$ cat config.mk
export PLATFORM = sky130hd
export DESIGN_NAME = fp_convert_sched_flat
export DESIGN_NICKNAME = d
export VERILOG_FILES = /design/src/rtl/fpcs_pkg.sv /design/src/rtl/fp_convert_sched_if.sv /design/src/rtl/mag_extract.sv /design/src/rtl/fp_convert_sched.sv /design/src/flat_wrapper.sv
export SDC_FILE = /design/constraint.sdc
export NUM_CORES = 1
export LEC_CHECK = 0
export ABC_AREA = 1
export ABC_CLOCK_PERIOD_IN_PS = 2280
export CORE_MARGIN = 2
export CORE_UTILIZATION = 25
export CTS_CLUSTER_DIAMETER = 100
export CTS_CLUSTER_SIZE = 25
export DETAILED_ROUTE_END_ITERATION = 8
export GPL_ROUTABILITY_DRIVEN = 0
export HOLD_SLACK_MARGIN = 0.02
export SLEW_MARGIN = 20
export SYNTH_ARGS = -nofsm -noshare
export SYNTH_HDL_FRONTEND = slang
export SYNTH_SLANG_ARGS = --single-unit
export TNS_END_PERCENT = 1
$ cat constraint.sdc
create_clock -name clk -period 2.28 [get_ports clk]
set_input_delay 0.228 -clock clk [delete_from_list [all_inputs] [get_ports clk]]
set_output_delay 0.228 -clock clk [all_outputs]
set_load 0.005 [all_outputs]
$ cat src/rtl/fpcs_pkg.sv
// rtl/fpcs_pkg.sv - shared state encoding, default widths and saturation constant for fp_convert_sched
package fpcs_pkg;

  localparam int DW_DEF = 12;
  localparam int EW_DEF = 3;
  localparam int FW_DEF = 4;

  localparam logic [11:0] SAT_MAG = 12'h7FF;

  typedef enum logic [1:0] {
    S_IDLE  = 2'd0,
    S_NORM  = 2'd1,
    S_ROUND = 2'd2,
    S_DONE  = 2'd3
  } state_t;

endpackage

$ cat src/rtl/fp_convert_sched_if.sv
// rtl/fp_convert_sched_if.sv - request/result bundle between two requesters, consumer and fp_convert_sched
interface fp_convert_sched_if #(
  parameter int DW = fpcs_pkg::DW_DEF,
  parameter int EW = fpcs_pkg::EW_DEF,
  parameter int FW = fpcs_pkg::FW_DEF
);

  logic          req0;
  logic          req1;
  logic [DW-1:0] din0;
  logic [DW-1:0] din1;
  logic [1:0]    gnt;
  logic          busy;
  logic          out_valid;
  logic          out_id;
  logic          out_s;
  logic [EW-1:0] out_e;
  logic [FW-1:0] out_f;
  logic          out_ready;

  modport master (
    output req0, req1, din0, din1, out_ready,
    input  gnt, busy, out_valid, out_id, out_s, out_e, out_f
  );

  modport slave (
    input  req0, req1, din0, din1, out_ready,
    output gnt, busy, out_valid, out_id, out_s, out_e, out_f
  );

endinterface

$ cat src/rtl/mag_extract.sv
// rtl/mag_extract.sv - combinational two's-complement to sign/magnitude split; the most negative input saturates
module mag_extract #(
  parameter int DW = fpcs_pkg::DW_DEF
) (
  input  logic [DW-1:0] din,
  output logic          sign,
  output logic [DW-2:0] mag
);
  import fpcs_pkg::*;

  localparam int MW = DW - 1;
  localparam logic [MW-1:0] SAT = (DW == 12) ? MW'(SAT_MAG) : {MW{1'b1}};

  always_comb begin
    sign = din[DW-1];
    if (din == {1'b1, {MW{1'b0}}}) begin
      mag = SAT;
    end else if (din[DW-1]) begin
      // Low bits suffice: |din| = 2^MW - din[MW-1:0] fits MW bits once the minimum is excluded.
      mag = ~din[MW-1:0] + 1'b1;
    end else begin
      mag = din[MW-1:0];
    end
  end

endmodule

$ cat src/rtl/fp_convert_sched.sv
// rtl/fp_convert_sched.sv - round-robin two-requester integer-to-minifloat converter; FPCS_ROUND_EN enables half-up rounding
module fp_convert_sched #(
  parameter int DW = fpcs_pkg::DW_DEF,
  parameter int EW = fpcs_pkg::EW_DEF,
  parameter int FW = fpcs_pkg::FW_DEF
) (
  input  logic                  clk,
  input  logic                  rst_n,
  fp_convert_sched_if.slave     bus
);
  import fpcs_pkg::*;

  localparam int MW = DW - 1;

  state_t        state_q, state_d;
  logic          prio_q, prio_d;
  logic [MW-1:0] mag_q, mag_d;
  logic [EW-1:0] exp_q, exp_d;
  logic          id_q, id_d;
  logic          sign_q, sign_d;
  logic [1:0]    gnt_q, gnt_d;
  logic          busy_q, busy_d;
  logic          out_valid_q, out_valid_d;
  logic          out_id_q, out_id_d;
  logic          out_s_q, out_s_d;
  logic [EW-1:0] out_e_q, out_e_d;
  logic [FW-1:0] out_f_q, out_f_d;

  logic          sel1;
  logic [DW-1:0] din_sel;
  logic          cap_sign;
  logic [MW-1:0] cap_mag;
  logic [FW-1:0] f_trunc;

  // prio_q high means requester 1 wins a tie.
  assign sel1    = bus.req1 & (~bus.req0 | prio_q);
  assign din_sel = sel1 ? bus.din1 : bus.din0;
  assign f_trunc = mag_q[MW-1 -: FW];

`ifdef FPCS_ROUND_EN
  logic rbit;
  assign rbit = mag_q[MW-1-FW];
`endif

  mag_extract #(.DW(DW)) u_mag_extract (
    .din  (din_sel),
    .sign (cap_sign),
    .mag  (cap_mag)
  );

  always_comb begin
    state_d     = state_q;
    prio_d      = prio_q;
    mag_d       = mag_q;
    exp_d       = exp_q;
    id_d        = id_q;
    sign_d      = sign_q;
    gnt_d       = 2'b00;
    busy_d      = busy_q;
    out_valid_d = out_valid_q;
    out_id_d    = out_id_q;
    out_s_d     = out_s_q;
    out_e_d     = out_e_q;
    out_f_d     = out_f_q;
    case (state_q)
      S_IDLE: begin
        if (bus.req0 || bus.req1) begin
          id_d    = sel1;
          sign_d  = cap_sign;
          mag_d   = cap_mag;
          exp_d   = '1;
          gnt_d   = sel1 ? 2'b10 : 2'b01;
          prio_d  = ~sel1;
          busy_d  = 1'b1;
          state_d = S_NORM;
        end
      end
      S_NORM: begin
        if (mag_q[MW-1] || exp_q == '0) begin
          state_d = S_ROUND;
        end else begin
          mag_d = mag_q << 1;
          exp_d = exp_q - 1'b1;
        end
      end
      S_ROUND: begin
        out_id_d    = id_q;
        out_s_d     = sign_q;
`ifdef FPCS_ROUND_EN
        if (rbit && f_trunc == '1) begin
          if (exp_q == '1) begin
            out_e_d = '1;
            out_f_d = '1;
          end else begin
            out_e_d = exp_q + 1'b1;
            out_f_d = {1'b1, {(FW-1){1'b0}}};
          end
        end else begin
          out_e_d = exp_q;
          out_f_d = f_trunc + FW'(rbit);
        end
`else
        out_e_d     = exp_q;
        out_f_d     = f_trunc;
`endif
        out_valid_d = 1'b1;
        state_d     = S_DONE;
      end
      S_DONE: begin
        if (bus.out_ready) begin
          out_valid_d = 1'b0;
          busy_d      = 1'b0;
          state_d     = S_IDLE;
        end
      end
      default: state_d = S_IDLE;
    endcase
  end

  always_ff @(posedge clk or negedge rst_n) begin
    if (!rst_n) begin
      state_q     <= S_IDLE;
      prio_q      <= 1'b0;
      mag_q       <= '0;
      exp_q       <= '0;
      id_q        <= 1'b0;
      sign_q      <= 1'b0;
      gnt_q       <= 2'b00;
      busy_q      <= 1'b0;
      out_valid_q <= 1'b0;
      out_id_q    <= 1'b0;
      out_s_q     <= 1'b0;
      out_e_q     <= '0;
      out_f_q     <= '0;
    end else begin
      state_q     <= state_d;
      prio_q      <= prio_d;
      mag_q       <= mag_d;
      exp_q       <= exp_d;
      id_q        <= id_d;
      sign_q      <= sign_d;
      gnt_q       <= gnt_d;
      busy_q      <= busy_d;
      out_valid_q <= out_valid_d;
      out_id_q    <= out_id_d;
      out_s_q     <= out_s_d;
      out_e_q     <= out_e_d;
      out_f_q     <= out_f_d;
    end
  end

  assign bus.gnt       = gnt_q;
  assign bus.busy      = busy_q;
  assign bus.out_valid = out_valid_q;
  assign bus.out_id    = out_id_q;
  assign bus.out_s     = out_s_q;
  assign bus.out_e     = out_e_q;
  assign bus.out_f     = out_f_q;

endmodule

$ cat src/flat_wrapper.sv
// flat-port wrapper written by rule: the top's interface ports become plain ports
module fp_convert_sched_flat import fpcs_pkg::*;
#(
  parameter int DW = fpcs_pkg::DW_DEF,
  parameter int EW = fpcs_pkg::EW_DEF,
  parameter int FW = fpcs_pkg::FW_DEF
)
  (clk, rst_n, bus_req0, bus_req1, bus_din0, bus_din1, bus_out_ready, bus_gnt, bus_busy, bus_out_valid, bus_out_id, bus_out_s, bus_out_e, bus_out_f);
  fp_convert_sched_if #(.DW(DW), .EW(EW), .FW(FW)) bus_i ();
  input  logic clk;
  input  logic rst_n;
  input wire logic [$bits(bus_i.req0)-1:0] bus_req0;
  input wire logic [$bits(bus_i.req1)-1:0] bus_req1;
  input wire logic [$bits(bus_i.din0)-1:0] bus_din0;
  input wire logic [$bits(bus_i.din1)-1:0] bus_din1;
  input wire logic [$bits(bus_i.out_ready)-1:0] bus_out_ready;
  output wire logic [$bits(bus_i.gnt)-1:0] bus_gnt;
  output wire logic [$bits(bus_i.busy)-1:0] bus_busy;
  output wire logic [$bits(bus_i.out_valid)-1:0] bus_out_valid;
  output wire logic [$bits(bus_i.out_id)-1:0] bus_out_id;
  output wire logic [$bits(bus_i.out_s)-1:0] bus_out_s;
  output wire logic [$bits(bus_i.out_e)-1:0] bus_out_e;
  output wire logic [$bits(bus_i.out_f)-1:0] bus_out_f;
  assign bus_i.req0 = bus_req0;
  assign bus_i.req1 = bus_req1;
  assign bus_i.din0 = bus_din0;
  assign bus_i.din1 = bus_din1;
  assign bus_i.out_ready = bus_out_ready;
  assign bus_gnt = bus_i.gnt;
  assign bus_busy = bus_i.busy;
  assign bus_out_valid = bus_i.out_valid;
  assign bus_out_id = bus_i.out_id;
  assign bus_out_s = bus_i.out_s;
  assign bus_out_e = bus_i.out_e;
  assign bus_out_f = bus_i.out_f;
  fp_convert_sched #(.DW(DW), .EW(EW), .FW(FW)) u_core (.clk(clk), .rst_n(rst_n), .bus(bus_i));
endmodule
; ---- Yosys cells after proc, flatten, opt, wreduce, memory -nomap -nowiden
; Index checks and enable logic that the tools add are counted.
[word_totals]
reg_bits = 32
latchBits = 0
ram_bits = 0
romBits = 0
inputBits = 29
n_memories = 0
[classes]
addsub = 2
n_mul = 0
div = 0
magnitude_cmp = 0
eq_ne = 8
shifts = 0
muxes = 20
n_bitwise = 5
reduce_logical = 12
[ops]
columns = cell, count
row1 = 11-bit two-way mux, 4
row2 = 11-bit case mux with 2 select lines, 1
row3 = 12-bit == test (second input constant), 1
row4 = 12-bit two-way mux, 1
row5 = 2-bit two-way mux, 6
row6 = 11-bit by 1-bit adder with 11-bit output (second input constant), 1
row7 = 11-bit NOT, 1
row8 = 3-bit AND reduction, 3
row9 = 2-bit case mux with 4 select lines, 1
row10 = 3-bit two-way mux, 2
row11 = 3-bit case mux with 2 select lines, 1
row12 = 2-bit nonzero test, 3
row13 = 2-bit == test (second input constant), 2
row14 = 2-bit by 1-bit inequality test with 1-bit output (second input constant), 2
row15 = 2-bit inequality test (second input constant), 2
row16 = 1-bit case mux with 2 select lines, 2
row17 = 2-bit AND reduction, 2
row18 = 3-bit logical NOT, 1
row19 = 3-bit by 1-bit subtractor with 3-bit output (second input constant), 1
row20 = 2-bit by 1-bit == test with 1-bit output (second input constant), 1
row21 = 2-bit logical NOT, 1
row22 = 1-bit logical OR, 2
row23 = 1-bit two-way mux, 2
row24 = 1-bit NOT, 2
row25 = other kinds (2), 2

; ---- Depth between registers and ports, before layout
; Gate-level depths: netlist (run 1).
[depth]
depth_word = 10
ltp_mapped = 15
mapped_depth_nobuf = 14

; ---- Modules after synthesis
; A second synthesis (run 1) with hierarchy kept.
[hier_totals]
cells_unflattened = 299
area_unflattened_um2 = 2042.0
[by_module_without_submodules]
columns = mod, instances, cells_each, area_each_um2
row1 = fp_convert_sched, 1, 232, 1706.6
row2 = mag_extract, 1, 67, 335.3

; ---- Least setup slack after synthesis (run 1)
; Ideal clock, no wire load.
[synth_path]
path_type = flip-flop to flip-flop
from = register u_core.exp_q[0]
to = register u_core.mag_q[1]
t_arrival_ps = 1583
slack_ps = 577
path_stages_with_launch = 13
synth_period_minus_slack_ps = 1703
cell_sequence = dfrtp_1 -> inv_1 -> ha_1 -> ha_1 -> nor2_1 -> nand2_1 -> o21ai_0 -> nand2_1 -> inv_1 -> buf_4 -> o211ai_1 -> o21ai_0 -> inv_1
[synth_via]
elab_chain_cells = 4
[synth_lines]
columns = element, line
row1 = "start, declared", fp_convert_sched.sv:18  ; logic [EW-1:0] exp_q, exp_d;
row2 = "start signal, assigned", fp_convert_sched.sv:139  ; exp_q <= exp_d;
row3 = 3-bit logical NOT, fp_convert_sched.sv:79  ; if (mag_q[MW-1] || exp_q == '0) begin
row4 = 1-bit logical OR, fp_convert_sched.sv:79
row5 = 2-bit inequality test (no source line), n/a
row6 = 3-bit AND reduction (no source line), n/a
row7 = "end signal, assigned", fp_convert_sched.sv:138  ; mag_q <= mag_d;
row8 = "end, declared", fp_convert_sched.sv:17  ; logic [MW-1:0] mag_q, mag_d;
; No other way between the ends.
; A chain may end at the register's enable or synchronous reset.

; ---- Worst setup path in the final report (run 1)
[layout_path]
from = register u_core.exp_q[0]
to = register u_core.mag_q[0]
; The elaborated chain is that of the path after synthesis.

==> metrics.csv, run 1 <==
metric;value;unit
outcome;completed;
Cell variety after synth;33;
Min-Delay Path Class;primary input to async pin;
CP max FO;7;
Final setup viols;0;
final period utilization;86.1;%
sequential cell area fraction in the yosys report;38.4;%
most used cell, CP;nand2_1;
Starting Density;25.6;%
Final TNS setup;0;ps
CP required;2490;ps
Setup WS pre-CTS;76.8;ps
WL met3;213;um
Startpoint Class;flip-flop;
die area;9080;um^2
Max Cap Violations;0;
GR Overflow Total;0;
Fmax;0.509;GHz
total routed wirelength;4380;um
Slew HR;63.7;%
Min Hold Slack;342;ps
largest net degree at the start of global routing;33;
clock transition at the registers of the reported paths;70;ps
critical path class;flip-flop to flip-flop;
Clock Sink Count;32;
height of the die;95.3;um
placed cell count;418;
core area;8130;um^2
gr usage total;11.1;%
Non-Filler Instances;425;
Hold Buf Count CTS;0;
initial antenna violation count;0;
IO Pins;42;
share of cells above drive strength 1;15.0;%
Syn-to-layout area delta;29.1;%
# diodes;0;
Die Span X;95.3;um
post-cts resize count;0;
antenna-violating nets left;0;
post-synthesis async set-or-reset flop share;100;%
worst skew pair latency;280;ps
H-tree depth;2;
Power Dens Cells;1100;nW/um^2
Final min period;1960;ps
DRC viols;0;
Port Buffers;41;
RSZ-0062 raised after global routing;false;
first-pass GRT wire length;7900;um
FF+latch count, synth;32;
LEAKAGE;1.36;nW
CTS tree;yes;
critical path capture point type;flip-flop;
worst-margin pin slew;545;ps
Wirelength per Cell;10.3;um
DRT iter0 DRCs;60;
Post-Syn Nets;310;
area of the mapped netlist;2080;um^2
Yosys Warn Count;0;
via count;1754;
DRT Pass-1 Iters;5;
cell row count;33;
vias in the first global route;1706;
cells after synthesis;274;
Max stage delay on crit path;370;ps
CP max stage cell;dfrtp_1;
Peak VDD IR;0.277;mV
Syn Area/Cell;7.60;um^2
Slew Viols, Final;0;
predominant post-synthesis flop cell;dfrtp_1;
final setup skew;2.52;ps
cells along the critical path;inv_1, ha_1, ha_1, nor2_1, nand2_1, o21ai_0, nand2_1, inv_1, buf_4, nand2_1, a21oi_1, o21bai_1;
EDFF count, synth;0;
CTS Buf Count;5;
crit path DAT;2180;ps
CTS Root Cell;clkbuf_8;
Post-layout nets;356;
top sig layer;met4;
Final Hold Viols;0;
DR WL met2;1730;um
DR vias/cell;4.13;
Routed met1 length;2350;um
Detailed Place HPWL;3480;um
Setup Fix Bufs, Post-CTS;0;
Clock Path Buffers;2;
final worst slack;316;ps
[cells in the mapped netlist, types with 2 or more instances]
library cell / instances / area, um^2
xor2_1: 2 / 17.5
buf_6: 2 / 22.5
ha_1: 7 / 87.6
buf_4: 2 / 15.0
inv_1: 43 / 161
nand2_1: 72 / 270
nand3_1: 13 / 65.1
mux2_2: 4 / 45.0
o21ai_1: 4 / 20.0
nor2_1: 18 / 67.6
nand2_4: 2 / 22.5
a22oi_1: 3 / 22.5
o21ai_0: 18 / 90.1
dfrtp_1: 32 / 801
a21oi_1: 12 / 60.1
inv_2: 3 / 11.3
o21bai_1: 2 / 15.0
nand3b_1: 2 / 15.0
nand2_2: 13 / 81.3
o211ai_1: 2 / 15.0
nand3_2: 4 / 40.0
clkbuf_1: 3 / 11.3
[flip-flops by register name, indices dropped and copies added (netlist names)]
signal,flops
u_core.bus.busy,1
u_core.bus.gnt,2
u_core.bus.out_e,3
u_core.bus.out_f,4
u_core.bus.out_id,1
u_core.bus.out_s,1
u_core.bus.out_valid,1
u_core.exp_q,3
u_core.id_q,1
u_core.mag_q,11
u_core.prio_q,1
u_core.sign_q,1
u_core.state_q,2
[worst max-delay path, delay by kind of cell (launching register included)]
kind | cells | cell delay [ps]
compound gates | 3 | 350
fa+ha+maj | 2 | 370
buf+inv | 3 | 410
flops | 1 | 370
simple gates | 4 | 410
[cell type report]
cell class,instances,area (um^2)
fill,861,5440
multi-input combinational,187,1040
sequential,32,801
timing repair buffer,48,463
inverter,46,173
tap,105,131
clock buffer,5,68.8
clock inverter,2,12.5
[layout by cell type, fill, tap and decap left out]
| cell type | synthesis | final |
|---|---|---|
| a21oi_1 | 12 | 12 |
| a22oi_1 | 3 | 3 |
| buf_4 | 2 | 7 |
| clkbuf_8 | 0 | 5 |
| clkdlybuf4s50_1 | 0 | 41 |
| clkinv_2 | 0 | 1 |
| clkinvlp_4 | 0 | 1 |
| dfrtp_1 | 32 | 32 |
| ha_1 | 7 | 7 |
| inv_1 | 43 | 43 |
| inv_2 | 3 | 3 |
| mux2_2 | 4 | 4 |
| nand2_1 | 72 | 72 |
| nand2_2 | 13 | 13 |
| nand2_4 | 2 | 2 |
| nand3_1 | 13 | 13 |
| nand3_2 | 4 | 4 |
| nand3_4 | 1 | 1 |
| nand3b_1 | 2 | 2 |
| nand3b_2 | 1 | 1 |
| nand3b_4 | 1 | 1 |
| nor2_1 | 18 | 18 |
| nor2_2 | 1 | 1 |
| nor2_4 | 1 | 1 |
| o211ai_1 | 2 | 2 |
| o21ai_0 | 18 | 18 |
| o21ai_1 | 4 | 4 |
| o21ai_2 | 1 | 1 |
| o21bai_1 | 2 | 2 |
| o21bai_4 | 1 | 1 |
| o22ai_1 | 1 | 1 |
| or2_2 | 1 | 1 |
| xor2_1 | 2 | 2 |
[routing by layer]
metal / global-route usage [%] / vias up
li1: - / 948
met4: 4.35 / 0
met1: 16.3 / 752
met2: 15.9 / 49
met3: 2.21 / 5
met5: 0 / -
[report_power, final]
part           leakage, nW  switching [W]  internal, W
clock network       0.0400       0.000209     0.000206
logic                0.946       0.000882     0.000698
registers            0.372       0.000131     0.000840
total                 1.36        0.00122      0.00174
[stage by stage]
step / total power (W) / util, % / cell area [um^2]
6_report: 0.00297 / 33.1 / 2690
2_1_floorplan: 0.00205 / - / 2080
3_5_place_dp: 0.00258 / 32.1 / 2610
3_3_place_gp: 0.00255 / 32.1 / 2610
5_1_grt: 0.00331 / 33.1 / 2690
4_1_cts: 0.00301 / 33.1 / 2690
[cells by family (layout without fill, tap and decap cells)]
logic type | count (synthesis) | after routing | share of synthesized area, %
simple gates | 130 | 130 | 30.5
buf+inv | 55 | 101 | 11.6
compound gates | 44 | 44 | 12.3
flops | 32 | 32 | 38.4
fa+ha+maj | 7 | 7 | 4.20
mux | 4 | 4 | 2.16
xor+xnor | 2 | 2 | 0.841
[path summary, 6_finish.rpt]
check / start / endpoint / slack [ps] / cells after the start
max in group asynchronous: rst_n / u_core.bus.out_f[0]$_DFFE_PN0P_ / 1640 / 2
min reg2reg: u_core.mag_q[7]$_DFFE_PN0P_ / u_core.mag_q[7]$_DFFE_PN0P_ / 480 / 2
max reg2reg: u_core.exp_q[0]$_DFFE_PN0P_ / u_core.mag_q[0]$_DFFE_PN0P_ / 320 / 12
min: rst_n / u_core.bus.out_valid$_DFFE_PN0P_ / 340 / 2
max: u_core.exp_q[0]$_DFFE_PN0P_ / u_core.mag_q[0]$_DFFE_PN0P_ / 320 / 12
min in group clk: u_core.mag_q[7]$_DFFE_PN0P_ / u_core.mag_q[7]$_DFFE_PN0P_ / 480 / 2
(Power assumes the default switching activity.)
==> inputs of run 2 (changes only) <==
--- a/config.mk
+++ b/config.mk
@@ -14,6 +14,8 @@
 export DETAILED_ROUTE_END_ITERATION = 8
 export GPL_ROUTABILITY_DRIVEN = 0
 export HOLD_SLACK_MARGIN = 0.02
+export MAX_ROUTING_LAYER = met4
+export RECOVER_POWER = 50
 export SLEW_MARGIN = 20
 export SYNTH_ARGS = -nofsm -noshare
 export SYNTH_HDL_FRONTEND = slang
==> metrics.csv, run 2 (synthesis gave the netlist of run 1 again) <==
metric;value;unit;change
total routed wirelength;4390;um;+0.25%
via count;1750;;-0.23%
DRC viols;0;;unchanged
Final setup viols;0;;unchanged
height of the die;95.3;um;unchanged
GR Overflow Total;0;;unchanged
final period utilization;86.6;%;+0.45 points
FF-to-FF End;u_core.mag_q[0]$_DFFE_PN0P_;;
DRT iter0 DRCs;66;;+10%
CTS tree;yes;;
CTS Root Cell;clkbuf_8;;
Startpoint Class;primary input;;
Final Hold Viols;0;;unchanged
Detailed Place HPWL;3480;um;unchanged
H-tree depth;2;;unchanged
Peak VDD IR;0.275;mV;-0.40%
vias in the first global route;1705;;-0.059%
Die Span X;95.3;um;unchanged
critical path class;primary input to flip-flop;;
clock transition at the registers of the reported paths;70;ps;about the same
worst-margin pin slew;786;ps;+241 ps
Clock Sink Count;32;;unchanged
Reg2Reg Depth;12;;unchanged
first-pass GRT wire length;7910;um;about the same
worst setup path startpoint;bus_req1;;
Crit Reg-Reg Startpoint;u_core.exp_q[0]$_DFFE_PN0P_;;
LEAKAGE;1.37;nW;+0.65%
max reg flops;11;;unchanged
Slew HR;47.6;%;-16 points
Max Cap Violations;0;;unchanged
# diodes;0;;unchanged
Hold Path Depth;2;;
Min Hold Slack;479;ps;+138 ps
Wirelength per Cell;10.3;um;+0.25%
Min-Delay Path Class;flip-flop to flip-flop;;
cell row count;33;;unchanged
final setup skew;2.92;ps;+0.400 ps
Hold Path Origin;u_core.mag_q[7]$_DFFE_PN0P_;;
Final TNS setup;0;ps;unchanged
Port Buffers;41;;unchanged
antenna-violating nets left;0;;unchanged
Biggest register;u_core.mag_q;;
CTS Buf Count;5;;unchanged
RSZ-0062 raised after global routing;false;;
most frequent cells in the layout;72 x nand2_1, 43 x inv_1, 34 x clkdlybuf4s50_1;;
largest net degree at the start of global routing;33;;unchanged
crit path DAT;2150;ps;-30 ps
DR vias/cell;4.12;;-0.23%
Worst Hold End;u_core.mag_q[7]$_DFFE_PN0P_;;
Syn-to-layout area delta;29.0;%;about the same
Post-layout nets;356;;unchanged
Starting Density;25.6;%;unchanged
share of cells above drive strength 1;15.0;%;unchanged
Clock Path Buffers;2;;unchanged
post-cts resize count;0;;unchanged
CP required;2460;ps;-30 ps
DRT Pass-1 Iters;7;;+2
gr usage total;11.5;%;+0.34 points
worst skew pair latency;280;ps;about the same
die area;9080;um^2;unchanged
CP max FO;12;;+5
Slew Viols, Final;0;;unchanged
register-to-register setup slack;310;ps;about the same
IO Pins;42;;unchanged
core area;8130;um^2;unchanged
outcome;completed;;
Hold Buf Count CTS;0;;unchanged
commonest non-fill, non-tap cell in the layout;nand2_1;;
Power Dens Cells;1100;nW/um^2;-0.36%
Fillers;862;;+0.12%
initial antenna violation count;0;;unchanged
Fmax;0.507;GHz;-0.51%
Setup Fix Bufs, Post-CTS;0;;unchanged
Final min period;1970;ps;+10.2 ps
critical path capture point type;flip-flop;;
[run 2: where the power goes]
group          switching [W]  internal [W]
logic               0.000884      0.000684
registers           0.000129      0.000840
clock network       0.000210      0.000206
[run 2: final cells by class]
cell class / count / area [um^2] / share of cell area (%)
Tap cell: 105 / 131 / 4.89
Inverter: 46 / 173 / 6.42
Multi-Input combinational cell: 187 / 1040 / 38.7
Clock inverter: 2 / 12.5 / 0.466
Clock buffer: 5 / 68.8 / 2.56
Timing Repair Buffer: 48 / 460 / 17.1
Sequential cell: 32 / 801 / 29.8
[run 2: worst max path at each step]
stage / endpoint / slack [ps]
3_3_place_gp: u_core.mag_q[9]$_DFFE_PN0P_ / 160
6_report: u_core.mag_q[9]$_DFFE_PN0P_ / 310
3_5_place_dp: u_core.mag_q[9]$_DFFE_PN0P_ / 80
2_1_floorplan: u_core.mag_q[1]$_DFFE_PN0P_ / 580
5_1_grt: u_core.mag_q[0]$_DFFE_PN0P_ / 90
4_1_cts: u_core.mag_q[0]$_DFFE_PN0P_ / 290
[run 2: per-stage QoR]
step / area [um^2] / instances / utilization (%) / setup slack [ps] / total power, W
floorplan: 2080 / 274 / - / 577 / 0.00205
global route: 2690 / 425 / 33.0 / 89.6 / 0.00330
detailed placement: 2610 / 418 / 32.1 / 76.8 / 0.00258
CTS: 2690 / 425 / 33.1 / 290 / 0.00301
finish: 2690 / 425 / 33.0 / 306 / 0.00295
global placement: 2610 / 418 / 32.1 / 161 / 0.00255
[run 2: critical path, stage by stage]
cell and delay (ps):
dlygate4sd3_1 710, nand2_4 150, nand2_1 100, nand2_2 70
ha_1 250, nand3_4 120, nor2_4 40, nand3_2 60
nand2_2 80, inv_2 100, nand3_1 110, nand2_1 80
nand2_1 40
[run 2: metal layers]
metal,GRT usage (%),routed length (um),up-vias
met2,15.9,1730,48
met3,2.13,205,5
met1,16.4,2370,748
met4,4.35,82,0
li1,-,-,949
met5,-,0,-
==> inputs of run 3 (changes only) <==
--- a/config.mk
+++ b/config.mk
@@ -6,12 +6,13 @@
 export NUM_CORES = 1
 export LEC_CHECK = 0
 export ABC_AREA = 1
-export ABC_CLOCK_PERIOD_IN_PS = 2280
+export ABC_CLOCK_PERIOD_IN_PS = 1990
 export CORE_MARGIN = 2
 export CORE_UTILIZATION = 25
 export CTS_CLUSTER_DIAMETER = 100
 export CTS_CLUSTER_SIZE = 25
 export DETAILED_ROUTE_END_ITERATION = 8
+export DONT_BUFFER_PORTS = 1
 export GPL_ROUTABILITY_DRIVEN = 0
 export HOLD_SLACK_MARGIN = 0.02
 export MAX_ROUTING_LAYER = met4
==> constraint.sdc (replaced) <==
create_clock -name clk -period 1.99 [get_ports clk]
set_input_delay 0.199 -clock clk [delete_from_list [all_inputs] [get_ports clk]]
set_output_delay 0.199 -clock clk [all_outputs]
set_load 0.005 [all_outputs]
==> metrics.csv, run 3 (synthesis gave the netlist of run 1 again) <==
metric;value;unit;change
Non-Filler Instances;389;;-8.5%
critical path capture point type;flip-flop;;
Clock Path Buffers;2;;unchanged
Detailed Place HPWL;3550;um;+2.2%
CTS Root Cell;clkbuf_8;;
CP required;2190;ps;-270 ps
Final setup viols;0;;unchanged
share of cells above drive strength 1;18.7;%;+3.7 points
via count;1667;;-4.7%
total routed wirelength;4470;um;+2.0%
GR Overflow Total;0;;unchanged
DRC viols;0;;unchanged
final period utilization;90.8;%;
Fillers;894;;+3.7%
Fmax;0.554;GHz;
Peak VDD IR;0.370;mV;+34%
# diodes;0;;unchanged
CTS tree;yes;;
CP max FO;5;;-7
Slew HR;47.0;%;-0.57 points
outcome;completed;;
Wirelength per Cell;11.5;um;+11%
placed cell count;377;;-9.8%
Die Span X;95.3;um;unchanged
DR vias/cell;4.29;;+4.1%
H-tree depth;2;;unchanged
most frequent cells in the layout;72 x nand2_1, 42 x inv_1, 32 x dfrtp_1;;
DRT iter0 DRCs;56;;-15%
critical path class;flip-flop to flip-flop;;
Starting Density;25.6;%;unchanged
DRT Pass-1 Iters;4;;-3
crit path DAT;2010;ps;-140 ps
Final Hold Viols;0;;unchanged
post-route cell area;2330;um^2;-13%
Slew Viols, Final;0;;unchanged
Min-Delay Path Class;primary input to flip-flop;;
Biggest register;u_core.mag_q;;
initial antenna violation count;0;;unchanged
Port Buffers;0;;-100%
first-pass GRT wire length;7560;um;-4.5%
height of the die;95.3;um;unchanged
Power Dens Cells;1390;nW/um^2;+27%
Final min period;1810;ps;
LEAKAGE;1.22;nW;-11%
gr usage total;11.0;%;-0.47 points
commonest non-fill, non-tap cell in the layout;nand2_1;;
worst-margin pin slew;795;ps;+8.61 ps
Max Cap Violations;0;;unchanged
antenna-violating nets left;0;;unchanged
CTS Buf Count;5;;unchanged
cell row count;33;;unchanged
Min Hold Slack;206;ps;-273 ps
Post-layout nets;320;;-10%
max reg flops;11;;unchanged
vias in the first global route;1578;;-7.4%
final setup skew;8.84;ps;+5.92 ps
Syn-to-layout area delta;12.0;%;
worst skew pair latency;280;ps;about the same
IO Pins;42;;unchanged
Final TNS setup;0;ps;unchanged
RSZ-0062 raised after global routing;false;;
largest net degree at the start of global routing;33;;unchanged
die area;9080;um^2;unchanged
Clock Sink Count;32;;unchanged
clock transition at the registers of the reported paths;60;ps;about the same
Startpoint Class;flip-flop;;
core area;8130;um^2;unchanged
placed inst area;2200;um^2;-16%
[run 3: final timing paths]
check / to / cells after the start / from / slack [ps]
worst min-delay path: u_core.bus.gnt[0]$_DFF_PN0_ / 4 / bus_req0 / 210
min in group asynchronous: u_core.exp_q[2]$_DFFE_PN0P_ / 2 / rst_n / 550
max in group asynchronous: u_core.mag_q[7]$_DFFE_PN0P_ / 2 / rst_n / 940
worst max-delay path: u_core.mag_q[0]$_DFFE_PN0P_ / 12 / u_core.exp_q[0]$_DFFE_PN0P_ / 180
worst max register to register: u_core.mag_q[0]$_DFFE_PN0P_ / 12 / u_core.exp_q[0]$_DFFE_PN0P_ / 180
worst min register to register: u_core.mag_q[7]$_DFFE_PN0P_ / 2 / u_core.mag_q[7]$_DFFE_PN0P_ / 480
[run 3: metal layers]
layer  track usage, %  share of wire, %
met1             15.1                50
met5                -                 0
met2             15.6                41
met3             2.69               6.8
met4             3.99               1.5
[run 3: where the power goes]
group	switching (W)	internal, W
clock	0.000223	0.000237
combinational	0.000975	0.000651
sequential	0.000195	0.000964
[run 3: critical path, cell delays in order (launching register included)]
cell      delay, ps
dfrtp_1         360
inv_1            60
ha_1            200
ha_1            190
nor2_1          100
nand2_1          80
o21ai_0          80
nand2_1         100
inv_2            80
buf_4           120
nand2_1         110
a21oi_2         140
o21bai_1        110
[run 3: layout make-up]
class / count / area (um^2) / share of cell area [%]
tap: 105 / 131 / 5.63
clock inverter: 1 / 5.00 / 0.215
inverter: 46 / 173 / 7.40
clock buffer: 6 / 72.6 / 3.11
timing repair buffer: 12 / 92.6 / 3.97
sequential: 32 / 801 / 34.3
multi-input combinational: 187 / 1060 / 45.3
[run 3: metrics by stage]
stage	setup WS [ps]	total power, W	util (%)
final	184	0.00325	28.7
after global routing	5.31	0.00362	28.7
after CTS	55.8	0.00324	28.5
after detailed placement	85.3	0.00274	27.0
after global placement	103	0.00269	27.0
after floorplan	287	0.00235	-
[run 3: timing repair]
action | CTS | global route
setup endpoints to repair | 0 | 7
setup buffers | 0 | 2
gates resized for setup | 0 | 4
endpoints found under the hold margin | 33 | 0
hold buffers | 3 | 0
